<file path="src/rtl/inst_loader.sv">
// Boot-time program loader: frames a UART byte stream into big-endian words for the fetcher
// and holds the core in reset until a checksum-verified frame completes. Option: INST_LOADER_TIMEOUT_EN.
module inst_loader #(
    parameter int          MAX_WORDS      = 1024,
    parameter logic [7:0]  SYNC_BYTE      = 8'hA5,
    parameter int          TIMEOUT_CYCLES = 1_000_000
) (
    input  logic        clk,
    input  logic        rst,
    input  logic [7:0]  in_data,
    input  logic        in_valid,
    output logic        in_ready,
    output logic        load_valid,
    output logic [31:0] load_addr,
    output logic [31:0] load_inst,
    output logic        cpu_hold,
    output logic        done,
    output logic        error,
    output logic [15:0] word_count
);

    typedef enum logic [2:0] {
        S_IDLE, S_LEN_HI, S_LEN_LO, S_DATA, S_WRITE, S_CHECK, S_DONE, S_ERROR
    } state_t;

    localparam logic [16:0] MAXW = 17'(MAX_WORDS);

    state_t      r_state;
    logic        r_inReady;
    logic        r_loadValid;
    logic [31:0] r_loadAddr;
    logic [31:0] r_loadInst;
    logic        r_cpuHold;
    logic        r_done;
    logic        r_error;
    logic [15:0] r_wordCount;
    logic [7:0]  r_checksum;
    logic [7:0]  r_lenHi;
    logic [15:0] r_len;
    logic [23:0] r_asm;
    logic [1:0]  r_byteIdx;

    logic        w_xfer;
    logic [15:0] w_len;

    assign w_xfer = in_valid && r_inReady;
    assign w_len  = {r_lenHi, in_data};

`ifdef INST_LOADER_TIMEOUT_EN
    localparam int TW = $clog2(TIMEOUT_CYCLES + 1);
    logic [TW-1:0] r_idleCnt;
    logic          w_counting;
    assign w_counting = (r_state == S_LEN_HI) || (r_state == S_LEN_LO) ||
                        (r_state == S_DATA)   || (r_state == S_CHECK);
`else
    logic w_unusedTimeout;
    assign w_unusedTimeout = ^TIMEOUT_CYCLES;
`endif

    always_ff @(posedge clk) begin
        if (!rst) begin
            r_state     <= S_IDLE;
            r_inReady   <= 1'b1;
            r_loadValid <= 1'b0;
            r_loadAddr  <= '0;
            r_loadInst  <= '0;
            r_cpuHold   <= 1'b1;
            r_done      <= 1'b0;
            r_error     <= 1'b0;
            r_wordCount <= '0;
            r_checksum  <= '0;
            r_lenHi     <= '0;
            r_len       <= '0;
            r_asm       <= '0;
            r_byteIdx   <= '0;
`ifdef INST_LOADER_TIMEOUT_EN
            r_idleCnt   <= '0;
`endif
        end else begin
            r_loadValid <= 1'b0;
            case (r_state)
                S_IDLE, S_DONE, S_ERROR: begin
                    if (w_xfer && in_data == SYNC_BYTE) begin
                        r_state     <= S_LEN_HI;
                        r_cpuHold   <= 1'b1;
                        r_done      <= 1'b0;
                        r_error     <= 1'b0;
                        r_wordCount <= '0;
                        r_checksum  <= '0;
                    end
                end
                S_LEN_HI: begin
                    if (w_xfer) begin
                        r_lenHi <= in_data;
                        r_state <= S_LEN_LO;
                    end
                end
                S_LEN_LO: begin
                    if (w_xfer) begin
                        r_len <= w_len;
                        if (w_len == 16'd0 || {1'b0, w_len} > MAXW) begin
                            r_state <= S_ERROR;
                            r_error <= 1'b1;
                        end else begin
                            r_state   <= S_DATA;
                            r_byteIdx <= '0;
                        end
                    end
                end
                S_DATA: begin
                    if (w_xfer) begin
                        r_asm      <= {r_asm[15:0], in_data};
                        r_checksum <= r_checksum ^ in_data;
                        r_byteIdx  <= r_byteIdx + 2'd1;
                        // Write strobe lands in the cycle right after the 4th byte handshake.
                        if (r_byteIdx == 2'd3) begin
                            r_loadInst  <= {r_asm, in_data};
                            r_loadAddr  <= {14'd0, r_wordCount, 2'b00};
                            r_loadValid <= 1'b1;
                            r_inReady   <= 1'b0;
                            r_state     <= S_WRITE;
                        end
                    end
                end
                S_WRITE: begin
                    r_inReady   <= 1'b1;
                    r_wordCount <= r_wordCount + 16'd1;
                    if (r_wordCount + 16'd1 == r_len) begin
                        r_state <= S_CHECK;
                    end else begin
                        r_state <= S_DATA;
                    end
                end
                S_CHECK: begin
                    if (w_xfer) begin
                        if (in_data == r_checksum) begin
                            r_state   <= S_DONE;
                            r_cpuHold <= 1'b0;
                            r_done    <= 1'b1;
                        end else begin
                            r_state <= S_ERROR;
                            r_error <= 1'b1;
                        end
                    end
                end
                default: r_state <= S_IDLE;
            endcase
`ifdef INST_LOADER_TIMEOUT_EN
            // A stalled sender inside a frame aborts it; overrides the case above.
            if (w_counting) begin
                if (w_xfer) begin
                    r_idleCnt <= '0;
                end else if (r_idleCnt == TW'(TIMEOUT_CYCLES - 1)) begin
                    r_idleCnt <= '0;
                    r_state   <= S_ERROR;
                    r_error   <= 1'b1;
                end else begin
                    r_idleCnt <= r_idleCnt + 1'b1;
                end
            end else begin
                r_idleCnt <= '0;
            end
`endif
        end
    end

    assign in_ready   = r_inReady;
    assign load_valid = r_loadValid;
    assign load_addr  = r_loadAddr;
    assign load_inst  = r_loadInst;
    assign cpu_hold   = r_cpuHold;
    assign done       = r_done;
    assign error      = r_error;
    assign word_count = r_wordCount;

endmodule

</file>
<file path="config.mk">
export PLATFORM = sky130hd
export DESIGN_NAME = inst_loader
export DESIGN_NICKNAME = d
export VERILOG_FILES = /design/src/rtl/inst_loader.sv
export SDC_FILE = /design/constraint.sdc
export NUM_CORES = 1
export LEC_CHECK = 0
export ABC_AREA = 1
export CORE_ASPECT_RATIO = 0.7
export CORE_MARGIN = 4
export CORE_UTILIZATION = 55
export DETAILED_ROUTE_END_ITERATION = 8
export PLACE_DENSITY = 0.82
export SYNTH_ARGS = -nofsm -noshare
export SYNTH_HDL_FRONTEND = slang
export SYNTH_SLANG_ARGS = --single-unit
</file>
<file path="constraint.sdc">
create_clock -name clk -period 2.6 [get_ports clk]
set_input_delay 0.78 -clock clk [delete_from_list [all_inputs] [get_ports clk]]
set_output_delay 0.78 -clock clk [all_outputs]
set_load 0.1 [all_outputs]
</file>
=== Word level (Yosys, flattened, before mapping) ===
Cells that the tools add are included.

* Multiplexer cells: 36
* $lt $le $gt $ge: 1
* Eq/ne operators: 21
* Reductions and logical operators: 24
* Bitwise gates (word level): 1
* Add/sub/neg operators: 2

{| class="wikitable"
|+ Operators with widths
! cell !! number
|-
| $pmux 16 s2 || 1
|-
| $mux 3 || 8
|-
| $ne 2x2->1 const B || 10
|-
| $pmux 3 s6 || 1
|-
| $add 16x1->16 const B || 1
|-
| $eq 16x16->1 || 1
|-
| $gt 16x11->1 const B || 1
|-
| $logic_not 16->1 || 1
|-
| $mux 16 || 1
|-
| $mux 8 || 2
|-
| $pmux 8 s2 || 1
|-
| $mux 1 || 14
|-
| $eq 3x3->1 const B || 4
|-
| $reduce_and 3->1 || 4
|-
| $reduce_and 6->1 || 2
|-
| $reduce_bool 2->1 || 5
|-
| $eq 8x8->1 || 1
|-
| $eq 8x8->1 const B || 1
|-
| $reduce_and 2->1 || 4
|-
| $reduce_and 4->1 || 2
|-
| $xor 8x8->8 || 1
|-
| $eq 3x2->1 const B || 2
|-
| $mux 2 || 3
|-
| $pmux 1 s2 || 3
|-
| 10 further kinds || 11
|}

* Output and inout bits: 85
* Flip-flop bits (word level): 130

=== Depth between registers and ports, before layout ===
Gate-level depths: netlist of run 1.

* Depth after elaboration: 5
* Depth in mapped cells: 16
* Mapped depth without buffers: 16

=== Worst setup path after synthesis of run 1 ===
OpenSTA, ideal clock, no wires.

* Kind: reg-to-reg
* Start: register r_wordCount[0], in the netlist word_count[0]
* End: register r_state[1]
* Stages on the path, launching flop included: 15
* Buffers on the path: 0
* Data arrival time: 2.423 ns
* Setup slack: 0.045 ns
* Required time: 2.468 ns
* Path through: dfxtp_1 -> ha_1 -> nand2_2 -> nor2_4 -> nand3_1 -> nand2_1 -> nor2_1 -> nor2_1 -> nand2_1 -> nor2_2 -> nand3_1 -> nand2_1 -> nand2_1 -> nand2_1 -> a21oi_1

* Cells in the longest elaborated chain, start to end: 4

{| class="wikitable"
|+ RTL lines
! element !! RTL line !! RTL
|-
| start, declared || 36 || <nowiki>logic [15:0] r_wordCount;</nowiki>
|-
| start signal, assigned || 127 || <nowiki>r_wordCount <= r_wordCount + 16'd1;</nowiki>
|-
| $add 16x1->16 || 128 || <nowiki>if (r_wordCount + 16'd1 == r_len) begin</nowiki>
|-
| $eq 16x16->1 || 128 ||
|-
| $mux 3 || 128 ||
|-
| $pmux 3 s6 || 81 || <nowiki>case (r_state)</nowiki>
|-
| end signal, assigned || 84 || <nowiki>r_state <= S_LEN_HI;</nowiki>
|-
| end signal, assigned || 129 || <nowiki>r_state <= S_CHECK;</nowiki>
|-
| end signal, assigned || 131 || <nowiki>r_state <= S_DATA;</nowiki>
|-
| end, declared || 28 || <nowiki>state_t r_state;</nowiki>
|}

No other way between the ends.
A chain may end at the register's enable or synchronous reset.

=== Worst setup path in the final report of run 1 ===
* Start: register r_wordCount[1], in the netlist word_count[1]
* End: register r_state[1]

Same word-level chain as after synthesis.

==> flow_summary.ini, run 1 <==
[global_routing]
grt_overflow = 0
grt_pass1_wl_um = 24800
grt_max_degree = 44
grt_pass1_vias = 5083
antenna_found_initial = 0
track_usage_pct = 25.8

[drt]
first_iter_violations = 684
finalWirelength_um = 15300
drcViolationCount = 0
wl_per_cell_um = 15.4
first_pass_iters = 5
vias_per_cell = 5.53
ant_nets = 0
num_vias = 5505

[pwr]
ir_drop_uv = 532
p_clk_share_pct = 47.3
p_seq_share_pct = 40.6
finalPower_mw = 5.13
internal-power_mw = 3.73
p_comb_share_pct = 12.1
switchingPower_mw = 1.40
p_leak_nw = 3.22
switching_share_pct = 27.3
power.density_mw_per_mm2 = 730

[timing]
finalWorstSetupSlack_ps = 316
finalCriticalPeriod_ps = 2280
period_share_pct = 87.8
fin_skew_ps = 9.36
max_slew_margin_pct = 59.7
drv_slew = 0
rsz0062_at_grt = false
fmax_mhz = 438
worst-slew-pin-transition_ps = 600
setup_tns_ps = 0
setup_violations = 0
hold_viol = 0
whs_ps = 465

[floorplan]
rows = 30
initial_utilization_pct = 57.5
die_w_um = 129
dieArea_mm2 = 0.0120
io_pins = 96
core_area_mm2 = 0.00987
die_h_um = 93.0

[synthesis]
async_flop_share_pct = 0
synth-seq-area-share_pct = 45.9
synth_edf_count = 0
ys_warn_count = 0
ys_seq_elements = 130
ys_top_cells_by_area = dfxtp_1, nand2_1, o21ai_0
syn_avg_cell_area_um2 = 7.39
yosysTopAreaCell = dfxtp_1
synth_top_area_share_pct = 45.9
dominantRegCellSynth = dfxtp_1
ys_types = 34
netlist_instances = 767
synth_area_mm2 = 0.00567

[layout]
nets = 868
drive_gt1_share_pct = 18.1
n_antenna_cell = 0
syn2layout_area_growth_pct = 24.0

[clocking]
ctsHoldBuffers = 0
path_clk_slew_ps = 60
cts_tree = yes
clk_latency_ps = 420
clock_sinks = 130
cts_buffers = 17
clock_path_buffers = 2
clock-root-buffer = clkbuf_16
cts_resized = 0
post_cts_buffers = 0
htreeDepth = 4

[worst_setup_path]
worst_setup_path_end_kind = flop
arrival_ps = 2570
path_class = flop to flop
start_kind = flop
reg2reg_slack_ps = 320
required_ps = 2890
cpMostUsedCell = nand2_1
slowest_delay_ps = 470
cp_max_fo = 6
cp_cell_sequence = ha_1 -> nand3_1 -> nor2_2 -> nand2_1 -> nand3_1 -> nand2_1 -> nor2_1 -> nand2_1 -> nor2_2 -> nand3_1 -> nand2_1 -> nand2_1 -> nand2_1 -> a21oi_1
slowest_stage = dfxtp_1

[flow_run]
max_cap_violations = 0

[run_status]
status = finished clean

[placed_design]
place.gp.congestion = 0.946
pre_cts_ws_ps = 45.1
dpl.hpwl_um = 10500
io_buffers = 79

[worst_hold_path]
hold_class = flop to flop
==> registers in the layout, indices dropped and copies added (netlist names), 2 cells and up <==
signal / cells
r_asm: 24
load_inst: 32
r_lenHi: 8
r_byteIdx: 2
r_checksum: 8
r_state: 3
r_len: 16
load_addr: 16
word_count: 16
==> synth_stat cells, types with 2 or more instances <==
library cell  instances
nand2_1             151
dfxtp_1             130
o21ai_0              87
nor2_1               82
a21oi_1              74
inv_1                53
nand3_1              50
clkbuf_1             20
buf_4                17
nand4_1              13
o21ai_1              11
buf_2                 8
inv_2                 8
xnor2_1               8
o211a_1               7
nand2_2               6
nand3b_1              6
nor2_2                6
nor2_4                6
buf_1                 4
a211oi_1              2
a21oi_2               2
ha_1                  2
nor2_8                2
nor3_1                2
o211ai_1              2
==> cells by family after synthesis <==
family,count (synthesis),synth area share (%)
other,1,0.0661
adder cells (fa/ha/maj),2,0.441
XOR/XNOR,9,1.39
AO/OA/AOI/OAI,186,17.4
flip-flops,130,45.9
AND/OR/NAND/NOR,328,26.2
buffers and inverters,111,8.65
==> stage by stage <==
step	utilization (%)	area, um2	instances
3_5_place_dp	65.2	6440	964
6_report	71.3	7040	995
2_1_floorplan	-	5730	782
3_3_place_gp	65.2	6440	964
4_1_cts	71.3	7040	995
5_1_grt	71.3	7040	995
==> cells in the final DEF (no fill, tap or decap), types with 8 or more instances in the layout <==
master | netlist | layout
inv_1 | 53 | 53
a21oi_1 | 74 | 74
conb_1 | 1 | 16
clkdlybuf4s50_1 | 0 | 9
inv_2 | 8 | 8
o21ai_1 | 11 | 11
o21ai_0 | 87 | 87
nand3_1 | 50 | 50
dfxtp_1 | 130 | 130
nand4_1 | 13 | 13
xnor2_1 | 8 | 8
buf_4 | 17 | 92
nor2_1 | 82 | 82
nand2_1 | 151 | 151
clkbuf_16 | 0 | 17
==> metal layers <==
metal | GRT usage [%] | part of all wire (%)
met1 | 36.6 | 47
met3 | 6.57 | 8.3
met2 | 39.1 | 44
met4 | 6.38 | 0.82
met5 | 0 | 0
==> path summary, 6_finish.rpt <==
| path | start | cells past startpoint | endpoint |
|---|---|---|---|
| setup reg to reg | word_count[1] | 14 | r_state[1] |
| hold reg to reg | r_asm[7] | 2 | load_inst[15] |
| hold / removal | r_asm[7] | 2 | load_inst[15] |
| setup / recovery | word_count[1] | 14 | r_state[1] |
==> power by group through the flow <==
stage	sequential (mW)	clock, mW	combinational [mW]
floorplan	2.21	0	0.408
global placement	2.12	0	0.594
detailed placement	2.13	0	0.611
CTS	2.08	2.44	0.613
global route	2.09	2.53	0.670
finish	2.09	2.43	0.619
==> critical path, delay by kind of cell, from the launching register on <==
family                     cells  cell delay, ps
DFF                            1             470
and+or+nand+nor               12            1350
AOI/OAI and AO/OA              1              50
adders and majority gates      1             280
==> layout make-up <==
cell class	instances	area (um2)
Inverter	62	233
Fill cell	787	2840
Clock buffer	19	443
Timing Repair Buffer	103	806
Clock inverter	12	156
Tap cell	128	160
Sequential cell	130	2600
Multi-Input combinational cell	541	2640
Power figures use the tool's default switching activity.
==> inputs of run 2 (changes only) <==
--- a/config.mk
+++ b/config.mk
@@ -6,9 +6,9 @@
 export NUM_CORES = 1
 export LEC_CHECK = 0
 export ABC_AREA = 1
-export CORE_ASPECT_RATIO = 0.7
 export CORE_MARGIN = 4
 export CORE_UTILIZATION = 55
+export CTS_BUF_LIST = sky130_fd_sc_hd__clkbuf_8
 export DETAILED_ROUTE_END_ITERATION = 8
 export PLACE_DENSITY = 0.82
 export SYNTH_ARGS = -nofsm -noshare
==> run 2 against run 1 <==
  * Critical path depth is 2 higher
  * First-iteration DRC count is 46% lower
  * Worst setup slack better by 69 ps
  * Design area is 2.8% lower
  * Clock skew is 1.9 ps higher
  * Sequential cell count stayed put
  * Routed wire length is 1.9% lower
  * Cell count is 0.40% higher
  * Maximum frequency is 3.1% higher
  * Clock-buffer cell count is 1 lower
  * Critical path type unchanged
  * Utilization is 2.2 points lower
==> flow_summary.ini, run 2 (synthesis gave the netlist of run 1 again) <==
[clocking]
ctsHoldBuffers = 0
clock-root-buffer = clkbuf_8
clock_sinks = 130
cts_tree = yes
clock_path_buffers = 2
cts_buffers = 17
cts_resized = 0
post_cts_buffers = 0
htreeDepth = 4
clk_latency_ps = 440
path_clk_slew_ps = 80

[timing]
period_share_pct = 85.2
fmax_mhz = 452
hold_viol = 0
setup_violations = 0
finalCriticalPeriod_ps = 2210
fin_skew_ps = 11.2
worst-slew-pin-transition_ps = 565
rsz0062_at_grt = false
max_slew_margin_pct = 62.1
drv_slew = 0
setup_tns_ps = 0

[drt]
first_pass_iters = 5
first_iter_violations = 367
ant_nets = 0
num_vias = 5476
drcViolationCount = 0
vias_per_cell = 5.48
finalWirelength_um = 15000
wl_per_cell_um = 15.0

[global_routing]
antenna_found_initial = 0
grt_max_degree = 61
track_usage_pct = 25.8
grt_pass1_vias = 5073
grt_pass1_wl_um = 24300
grt_overflow = 0

[placed_design]
placed_area_mm2 = 0.00644
dpl.hpwl_um = 10800
io_buffers = 79
dp.cells = 967
place.gp.congestion = 0.953

[layout]
final_cells = 999
layout_commonest_cell = nand2_1
syn2layout_area_growth_pct = 20.6
largest_reg_flops = 32
final_area_mm2 = 0.00684
drive_gt1_share_pct = 18.0
layout_common_cells = nand2_1, dfxtp_1, buf_4
nets = 866
multiInputGateArea_mm2 = 0.00264
register_area_mm2 = 0.00260
fillCellCount = 844
n_antenna_cell = 0

[pwr]
power.density_mw_per_mm2 = 647
finalPower_mw = 4.43
ir_drop_uv = 546
p_leak_nw = 3.13

[worst_setup_path]
path_class = flop to flop
cp_max_fo = 7
arrival_ps = 2540
worst_setup_path_end_kind = flop
required_ps = 2920
start_kind = flop

[floorplan]
initial_utilization_pct = 57.2
rows = 36
die_w_um = 110
die_h_um = 110
core_area_mm2 = 0.00991
dieArea_mm2 = 0.0120
io_pins = 96

[flow_run]
max_cap_violations = 0

[worst_hold_path]
hold_class = flop to flop

[run_status]
status = finished clean
run 2: cell count changes in the layout (fill, tap and decap cells not counted), moves of 2 or more:
cell        previous run  this run
clkbuf_16             17         0
clkbuf_8               1        18
inv_6                  2         5
clkinv_4               1         3
buf_4                 92        89
clkinvlp_4             4         2
run 2: stage by stage:
stage,util [%],hold WS [ps],setup WS [ps]
2_1_floorplan,-,430,45.1
3_3_place_gp,65.0,441,180
3_5_place_dp,65.0,449,57.4
4_1_cts,69.0,461,430
5_1_grt,69.0,474,150
6_report,69.0,464,385
run 2: path summary, 6_finish.rpt:
path	from	end	slack (ps)	depth (start not counted)
hold reg to reg	r_asm[9]	load_inst[17]	460	2
hold / removal	r_asm[9]	load_inst[17]	460	2
setup reg to reg	word_count[1]	r_state[1]	390	16
setup / recovery	word_count[1]	r_state[1]	390	16
run 2: critical path: stages (launching register included):
cell	delay [ps]
dfxtp_1	510
ha_1	290
nand2_2	110
nor2_4	200
nand2_1	80
nand2_1	70
nand2_1	90
nand2_1	70
nand2_1	40
nor2_1	80
nand2_1	70
nor2_2	140
nand3_1	100
nand2_1	70
nand2_1	70
nand2_1	60
a21oi_1	50
run 2: layout make-up:
type | instances | area share (%)
multi-input combinational | 541 | 38.5
sequential | 130 | 38.0
timing repair buffer | 101 | 11.7
clock buffer | 18 | 3.62
inverter | 62 | 3.40
tap | 133 | 2.43
clock inverter | 14 | 2.25
run 2: power by group:
| part | internal [mW] | switching (mW) | total (mW) | leakage, nW |
|---|---|---|---|---|
| Clock | 0.890 | 0.836 | 1.73 | 0.202 |
| Combinational | 0.154 | 0.459 | 0.613 | 1.88 |
| Sequential | 2.04 | 0.0417 | 2.09 | 1.05 |
| Total | 3.09 | 1.34 | 4.43 | 3.13 |
run 2: layer usage:
layer  vias to the layer above  global-route usage, %  routed length [um]  share of wire, %
met5                         -                      0                   0                 0
met4                         0                   10.3                 277               1.8
met3                        34                   4.93                1110               7.4
met2                       232                   43.5                7290                49
met1                      2547                   32.5                6330                42
li1                       2663                      -                   -                 -
==> inputs of run 3 (changes only) <==
--- a/config.mk
+++ b/config.mk
@@ -11,6 +11,8 @@
 export CTS_BUF_LIST = sky130_fd_sc_hd__clkbuf_8
 export DETAILED_ROUTE_END_ITERATION = 8
 export PLACE_DENSITY = 0.82
+export SETUP_SLACK_MARGIN = 0.2
+export SLEW_MARGIN = 0
 export SYNTH_ARGS = -nofsm -noshare
 export SYNTH_HDL_FRONTEND = slang
 export SYNTH_SLANG_ARGS = --single-unit
==> run 3 against run 2 <==
  * Clock skew up 2.4 ps
  * Clock power hardly changed
  * Routed wire length down 2.7%
  * Register-to-register slack better by 60 ps
  * Sequential power about the same
  * Largest cell class unchanged
==> flow_summary.ini, run 3 (synthesis gave the netlist of run 1 again) <==
[run_status]
status = finished clean

[timing]
max_slew_margin_pct = 62.6
fmax_mhz = 464
period_share_pct = 83.0
fin_skew_ps = 13.6
setup_tns_ps = 0
rsz0062_at_grt = false
finalCriticalPeriod_ps = 2160
drv_slew = 0
hold_viol = 0
worst-slew-pin-transition_ps = 558
setup_violations = 0
whs_ps = 463

[pwr]
switchingPower_mw = 1.33
p_leak_nw = 3.11
power.density_mw_per_mm2 = 649
p_comb_share_pct = 13.8
p_seq_share_pct = 47.1
ir_drop_uv = 761
p_clk_share_pct = 39.1
switching_share_pct = 30.2
internal-power_mw = 3.09

[placed_design]
io_buffers = 79
place.gp.congestion = 0.911
dpl.hpwl_um = 10600

[layout]
layout_common_cells = nand2_1, dfxtp_1, buf_4
largest_reg_flops = 32
syn2layout_area_growth_pct = 20.2
drive_gt1_share_pct = 18.4
nets = 866
n_antenna_cell = 0
layout_commonest_cell = nand2_1

[worst_setup_path]
path_class = flop to flop
ff2ff_path_depth = 14
cp_max_fo = 7
cp-endpoint = r_state[1]
r2r_end = r_state[1]
worst_setup_path_end_kind = flop
required_ps = 2920
arrival_ps = 2470
timing.rr.start = word_count[0]
start_kind = flop
reg2reg_slack_ps = 440
worstSetupStartpoint = word_count[0]

[global_routing]
antenna_found_initial = 0
grtUsageMet3_pct = 5.81
grt_pass1_wl_um = 24100
grt.busiest_layer = met2
grt_max_degree = 42
use_met2_pct = 41.5
use_met1_pct = 33.8
track_usage_pct = 25.7
grt_overflow = 0
grt_pass1_vias = 5023

[floorplan]
rows = 36
die_w_um = 110
die_h_um = 110
initial_utilization_pct = 57.2
io_pins = 96
core_area_mm2 = 0.00991
dieArea_mm2 = 0.0120

[drt]
num_vias = 5302
ant_nets = 0
drcViolationCount = 0
finalWirelength_um = 14600
wl_per_cell_um = 14.6
first_iter_violations = 484
first_pass_iters = 6
vias_per_cell = 5.31

[clocking]
cts_buffers = 17
clock_sinks = 130
ctsHoldBuffers = 0
path_clk_slew_ps = 80
htreeDepth = 4
post_cts_buffers = 0
clock-root-buffer = clkbuf_8
clk_latency_ps = 440
clock_path_buffers = 2
cts_resized = 0
cts_tree = yes

[worst_hold_path]
hold_class = flop to flop

[flow_run]
max_cap_violations = 0
==> run 3: changes by cell type in the layout (fill, tap and decap cells not counted) <==
cell | previous run | this run
inv_1 | 54 | 53
buf_4 | 89 | 91
dfxtp_2 | 0 | 3
clkinvlp_4 | 2 | 3
dfxtp_1 | 130 | 127
buf_12 | 2 | 0
inv_6 | 5 | 6
clkinv_4 | 3 | 1
==> run 3: power groups by stage <==
stage	Sequential, mW	Combinational [mW]	Clock, mW
3_3_place_gp	2.12	0.592	0
4_1_cts	2.08	0.611	1.75
3_5_place_dp	2.13	0.608	0
6_report	2.08	0.611	1.73
5_1_grt	2.09	0.670	1.84
2_1_floorplan	2.21	0.408	0
==> run 3: worst min path at each step <==
stage,startpoint,endpoint,cells past startpoint
6_report,r_asm[2],load_inst[10],2
2_1_floorplan,r_asm[2],load_inst[10],2
3_5_place_dp,r_asm[6],load_inst[14],2
4_1_cts,r_asm[2],load_inst[10],2
3_3_place_gp,r_byteIdx[0],r_byteIdx[0],1
5_1_grt,r_asm[2],load_inst[10],2
==> run 3: per-layer routing <==
layer  part of all wire, %  vias up
li1                      -     2672
met1                    45     2443
met2                    47      163
met3                   6.2       24
met4                   1.8        0
met5                     0        -
==> run 3: cell type report <==
class | count | area (um2)
clock inverter | 13 | 149
sequential | 130 | 2610
inverter | 62 | 233
multi-input combinational | 541 | 2640
tap | 133 | 166
fill | 819 | 3090
timing repair buffer | 101 | 778
clock buffer | 18 | 248
==> run 3: critical path: stages (launching register included) <==
cell	delay, ps
dfxtp_2	440
ha_1	260
nand2_2	110
nor2_4	190
nand4_1	220
nand2_1	150
nand2_1	60
nand2_1	50
nand2_1	60
nor2_2	140
nand3_1	90
nand2_1	60
nand2_1	80
nand2_1	60
a21oi_1	60
==> run 3: metrics by stage <==
step / instance area (um2) / instances / worst slack, ps / util (%) / power [mW]
floorplan: 5730 / 782 / 234 / - / 2.62
global placement: 6420 / 967 / 139 / 64.8 / 2.72
detailed placement: 6420 / 967 / 25.3 / 64.8 / 2.74
CTS: 6820 / 998 / 488 / 68.8 / 4.45
global route: 6820 / 998 / 208 / 68.8 / 4.60
finish: 6820 / 998 / 443 / 68.8 / 4.42
==> patch 1 (config.mk and constraints of run 3) <==
Re-encode `state_t` (8 states) as one-hot, 8 bits wide.
--- a/src/rtl/inst_loader.sv
+++ b/src/rtl/inst_loader.sv
@@ -19,8 +19,8 @@
     output logic [15:0] word_count
 );
 
-    typedef enum logic [2:0] {
-        S_IDLE, S_LEN_HI, S_LEN_LO, S_DATA, S_WRITE, S_CHECK, S_DONE, S_ERROR
+    typedef enum logic [7:0] {
+        S_IDLE = 8'b00000001, S_LEN_HI = 8'b00000010, S_LEN_LO = 8'b00000100, S_DATA = 8'b00001000, S_WRITE = 8'b00010000, S_CHECK = 8'b00100000, S_DONE = 8'b01000000, S_ERROR = 8'b10000000
     } state_t;
 
     localparam logic [16:0] MAXW = 17'(MAX_WORDS);
Function: no difference found for any inputs over 4 cycles, from zero or initial values and one cycle with rst low; so few cycles prove little.
==> patch 1 against run 3 <==
  * Worst setup slack got worse by 0.040 ns
  * Total power grew 8.4%
  * Core utilization is 0.20 points higher
  * Combinational power is 19% higher
  * Design area is 5.4% higher
  * Routed wire length increased by 5.3%
  * Area after synthesis increased by 4.3%
  * Sequential cell count rose by 5
  * Critical path type unchanged
  * Critical endpoint is now r_state[3]
  * Highest routed layer unchanged
==> patch 1: results (changes against run 3) <==
[outcome]
status = completed

[clock_tree]
insertion_delay_ns = 0.43
root_buffer = clkbuf_8
cts_buffers = 17  ; unchanged
htreeDepth = 4  ; unchanged
clk_pin_slew_ns = 0.08  ; about the same
clockBufferDepth = 2  ; unchanged

[yosys]
synth_cell_types = 32  ; -5.9%
synth.top_cells.by_area = dfxtp_1 (46%), nand2_1 (10%), o21ai_0 (7.3%)
synth_commonest_cells = nand2_1 (158), dfxtp_1 (135), nor2_1 (95), o21ai_0 (86), a21oi_1 (79)
synth_enable_flop_cells = 0  ; unchanged
ys_async_sr_fraction_pct = 0  ; unchanged
post_synth_inst_count = 815  ; +6.3%
yosys_warnings = 0  ; unchanged
seq_area_frac_synth_pct = 45.7  ; -0.21 points

[cells_and_area]
drive_gt1_share_pct = 17.7  ; -0.63 points
nets = 924  ; +6.7%
fill_cells = 864  ; +5.5%
largest_reg_flops = 32  ; unchanged
antenna_cells = 0  ; unchanged

[route]
first_iter_violations = 348  ; -28%
drt_first_pass_iters = 5  ; -1
via_per_inst = 5.41  ; +1.8%
routed_wl_mm = 15.4  ; +5.3%
num_vias = 5733  ; +8.1%

[power_and_ir_drop]
p_switching_mw = 1.45  ; +9.0%
leakage_nw = 3.30  ; +5.9%
ir_worst_vdd_mv = 0.436  ; -43%
comb_power_share_pct = 15.2  ; +1.4 points

[timing]
max-slew-margin-rel_pct = 60.0  ; -2.6 points
fin_skew_ns = 0.00837  ; -0.00528 ns

[global_routing]
grt_max_degree = 59  ; +40%
grt_usage_pct = 24.3  ; -1.4 points
grt_pass1_wl_mm = 25.0  ; +3.4%
antenna_found_initial = 0  ; unchanged
grt_pass1_vias = 5366  ; +6.8%

[hold_path]
hp-class = reg2reg

[setup_path]
cp.arrival_ns = 2.51  ; +0.04 ns
critical_path_peak_fanout = 5  ; -2

[placement]
dp_hpwl_mm = 10.8  ; +1.6%
place_congestion = 0.896  ; -1.7%
portBuffers = 79  ; unchanged
place_inst = 1028  ; +6.3%

[patch 1: cell types whose count changed in the layout (fill, tap and decap cells not counted), sizes merged, moves of 6 or more]
cell   before  now
inv        67   82
buf        92  105
nand3      50   60
xnor2       8    0
xor2        1    9
o211a       7    0
nor3        3    9
[patch 1: repair_timing]
| item | CTS | global route |
|---|---|---|
| gates resized for setup | 0 | 1 |
| endpoints found under the setup margin | 0 | 2 |
| setup buffers | 0 | 0 |
[patch 1: path summary, 6_finish.rpt]
check,endpoint,from,slack [ns],depth (start not counted)
setup / recovery,r_state[3],word_count[0],0.40,14
hold / removal,load_inst[23],r_asm[15],0.46,2
setup reg to reg,r_state[3],word_count[0],0.40,14
hold reg to reg,load_inst[23],r_asm[15],0.46,2
[patch 1: metrics by stage]
step / cell area, um2 / setup slack [ns] / util, %
after floorplan: 5980 / 0.182 / -
after global placement: 6760 / 0.0854 / 64.9
after detailed placement: 6760 / -0.00889 / 64.9
after CTS: 7180 / 0.412 / 68.9
after global routing: 7180 / 0.227 / 69.0
final: 7180 / 0.403 / 69.0
[patch 1: routing by layer]
metal	wire [um]	up-vias	GRT usage [%]
met1	6830	2650	31.8
met5	0	-	0
li1	-	2841	-
met4	298	0	7.95
met3	1020	26	6.09
met2	7220	216	39.2
[patch 1: power by group through the flow]
stage | registers, mW | clock network (mW) | logic (mW)
detailed placement | 2.24 | 0 | 0.714
finish | 2.20 | 1.86 | 0.729
floorplan | 2.24 | 0 | 0.555
CTS | 2.20 | 1.88 | 0.720
global placement | 2.24 | 0 | 0.688
global route | 2.21 | 2.00 | 0.807
[patch 1: cell type report]
class	count	share of cell area (%)
tap	136	2.37
multi-input combinational	569	37.8
clock buffer	17	3.26
timing repair buffer	114	12.4
inverter	74	3.87
clock inverter	15	2.68
sequential	135	37.7
[patch 1: kinds of logic (layout without fill, tap and decap cells)]
family | count (synthesis) | after routing | synth area share (%)
XOR/XNOR | 10 | 10 | 1.73
AO/OA/AOI/OAI | 178 | 178 | 15.8
AND/OR/NAND/NOR | 363 | 363 | 26.9
buffers and inverters | 126 | 220 | 9.43
other | 1 | 16 | 0.0634
adder cells (fa/ha/maj) | 2 | 2 | 0.423
flip-flops | 135 | 135 | 45.7
[patch 1: critical path, cell delays in order (launching register included)]
cell	delay, ns
dfxtp_2	0.39
ha_1	0.22
nand3_1	0.14
o21ai_0	0.41
nand2_1	0.10
nand2_1	0.10
nand2_1	0.07
nor2_1	0.10
nand2_1	0.05
nor2_1	0.15
nand3_1	0.10
nand2_1	0.07
nand2_1	0.05
nand2_1	0.06
a21oi_1	0.06
==> patch 2 (flow settings as in run 3) <==
Made on the original files. The option `INST_LOADER_TIMEOUT_EN` is turned on by a define.
--- a/src/rtl/inst_loader.sv
+++ b/src/rtl/inst_loader.sv
@@ -1,5 +1,7 @@
 // Boot-time program loader: frames a UART byte stream into big-endian words for the fetcher
 // and holds the core in reset until a checksum-verified frame completes. Option: INST_LOADER_TIMEOUT_EN.
+`define INST_LOADER_TIMEOUT_EN
+
 module inst_loader #(
     parameter int          MAX_WORDS      = 1024,
     parameter logic [7:0]  SYNC_BYTE      = 8'hA5,
Formal check against the unedited RTL: no difference found for any inputs over 4 cycles, from zero or initial values and one cycle with rst low; that may be too few to reach the edited logic, so the function may still have changed.
==> patch 2 against run 3 <==
  * Global-route usage is 2.2 points lower
  * Count of clock-buffer cells in the layout stayed put
  * Worst setup slack worse by 0.0076 ns
  * Sequential cell count increased by 20
  * First-iteration DRC count up 8.9%
  * Non-clock buffer count rose by 2
  * Design area increased by 17%
  * Largest cell class unchanged
  * Critical path depth down 5
  * Routed wire length rose by 13%
  * Area after synthesis up 19%
Power is not compared: it rests on default switching activity, and its combinational part moved more than twofold at a synthesized area within 25%.
==> patch 2: results (changes against run 3) <==
[outcome]
status = completed

[placement]
place_congestion = 0.929  ; +2.0%
pre_cts_ws_ns = -0.0307  ; -0.0560 ns
dp_hpwl_mm = 11.7  ; +9.9%
post_dp_cell_area_um2 = 7570  ; +18%
place_inst = 1123  ; +16%
portBuffers = 79  ; unchanged

[setup_path]
cp.arrival_ns = 2.51  ; +0.04 ns
reg2reg_depth = 14  ; unchanged
crit_slowest_cell = clkdlybuf4s50_1
critPathCapture = r_checksum[0]
crit_family = buffers and inverters
r2r_end = r_state[1]
critical_path_peak_fanout = 14  ; +7
startpoint = in_data[1]
cpPeakStageDelay_ns = 0.42  ; -0.02 ns
worst-r2r-setup-slack_ns = 0.61  ; +0.17 ns

[cells_and_area]
drive_gt1_share_pct = 16.4  ; -2.0 points
largest_reg_flops = 32  ; unchanged
fin_util_pct = 66.2  ; -2.6 points
instances_no_fill = 1155  ; +16%
nets = 1009  ; +17%
fill_cells = 1026  ; +25%

[timing]
setup_slack_ns = 0.435  ; -0.00765 ns
worstMarginPinSlew_ns = 0.599  ; +0.0412 ns
fin_skew_ns = 0.00985  ; -0.00379 ns
whs_ns = 0.456  ; -0.00710 ns

[global_routing]
grt_pass1_wl_mm = 27.2  ; +13%
grt_usage_pct = 23.5  ; -2.2 points
grt_max_degree = 69  ; +64%
grt_pass1_vias = 5756  ; +15%

[clock_tree]
clk_pin_slew_ns = 0.08  ; about the same
insertion_delay_ns = 0.45

[route]
met3_length_mm = 1.08  ; +20%
wl_met2_mm = 7.76  ; +13%
first_iter_violations = 527  ; +8.9%
met1_length_mm = 7.41  ; +13%
drt_first_pass_iters = 8  ; +2
via_per_inst = 5.44  ; +2.4%
routedWlPerCell_um = 14.3  ; -2.1%
dr.max_layer_used = met4

[yosys]
seq_area_frac_synth_pct = 44.4  ; -1.5 points
synth.top_cells.by_area = dfxtp_1 (44%), nand2_1 (8.4%), o21ai_0 (7.5%)
ys_async_sr_fraction_pct = 0  ; unchanged
synth_cell_types = 39  ; +15%
synth_commonest_cells = nand2_1 (151), dfxtp_1 (150), o21ai_0 (101), nor2_1 (97), a21oi_1 (96)
post_synth_inst_count = 912  ; +19%
synth_adder_area_share_pct = 0.555  ; +0.11 points
synth_xor_area_share_pct = 2.61  ; +1.2 points
synth-compound-area-share_pct = 17.5  ; +0.14 points

[power_and_ir_drop]
leakage_nw = 3.48

[hold_path]
whs_endpoint = r_idleCnt[0]
hold_depth = 1  ; -1
hold_start = r_idleCnt[0]

==> patch 2: where the power goes <==
part | internal [mW] | switching, mW | leakage (nW)
clock | 0.789 | 0.919 | 0.193
sequential | 2.30 | 0.00463 | 1.21
combinational | 0.0480 | 0.186 | 2.08
==> patch 2: final cells by class <==
| type | count | area share, % |
|---|---|---|
| Sequential cell | 150 | 37.8 |
| Tap cell | 147 | 2.31 |
| Multi-Input combinational cell | 638 | 40.5 |
| Timing Repair Buffer | 103 | 10.6 |
| Inverter | 85 | 4.01 |
| Clock inverter | 14 | 1.61 |
| Clock buffer | 18 | 3.12 |
==> patch 2: metal layers <==
metal  GRT usage (%)  vias up
met2            38.2      203
li1                -     3168
met3            5.65       23
met4            8.98        0
met1            30.3     2892
met5               0        -
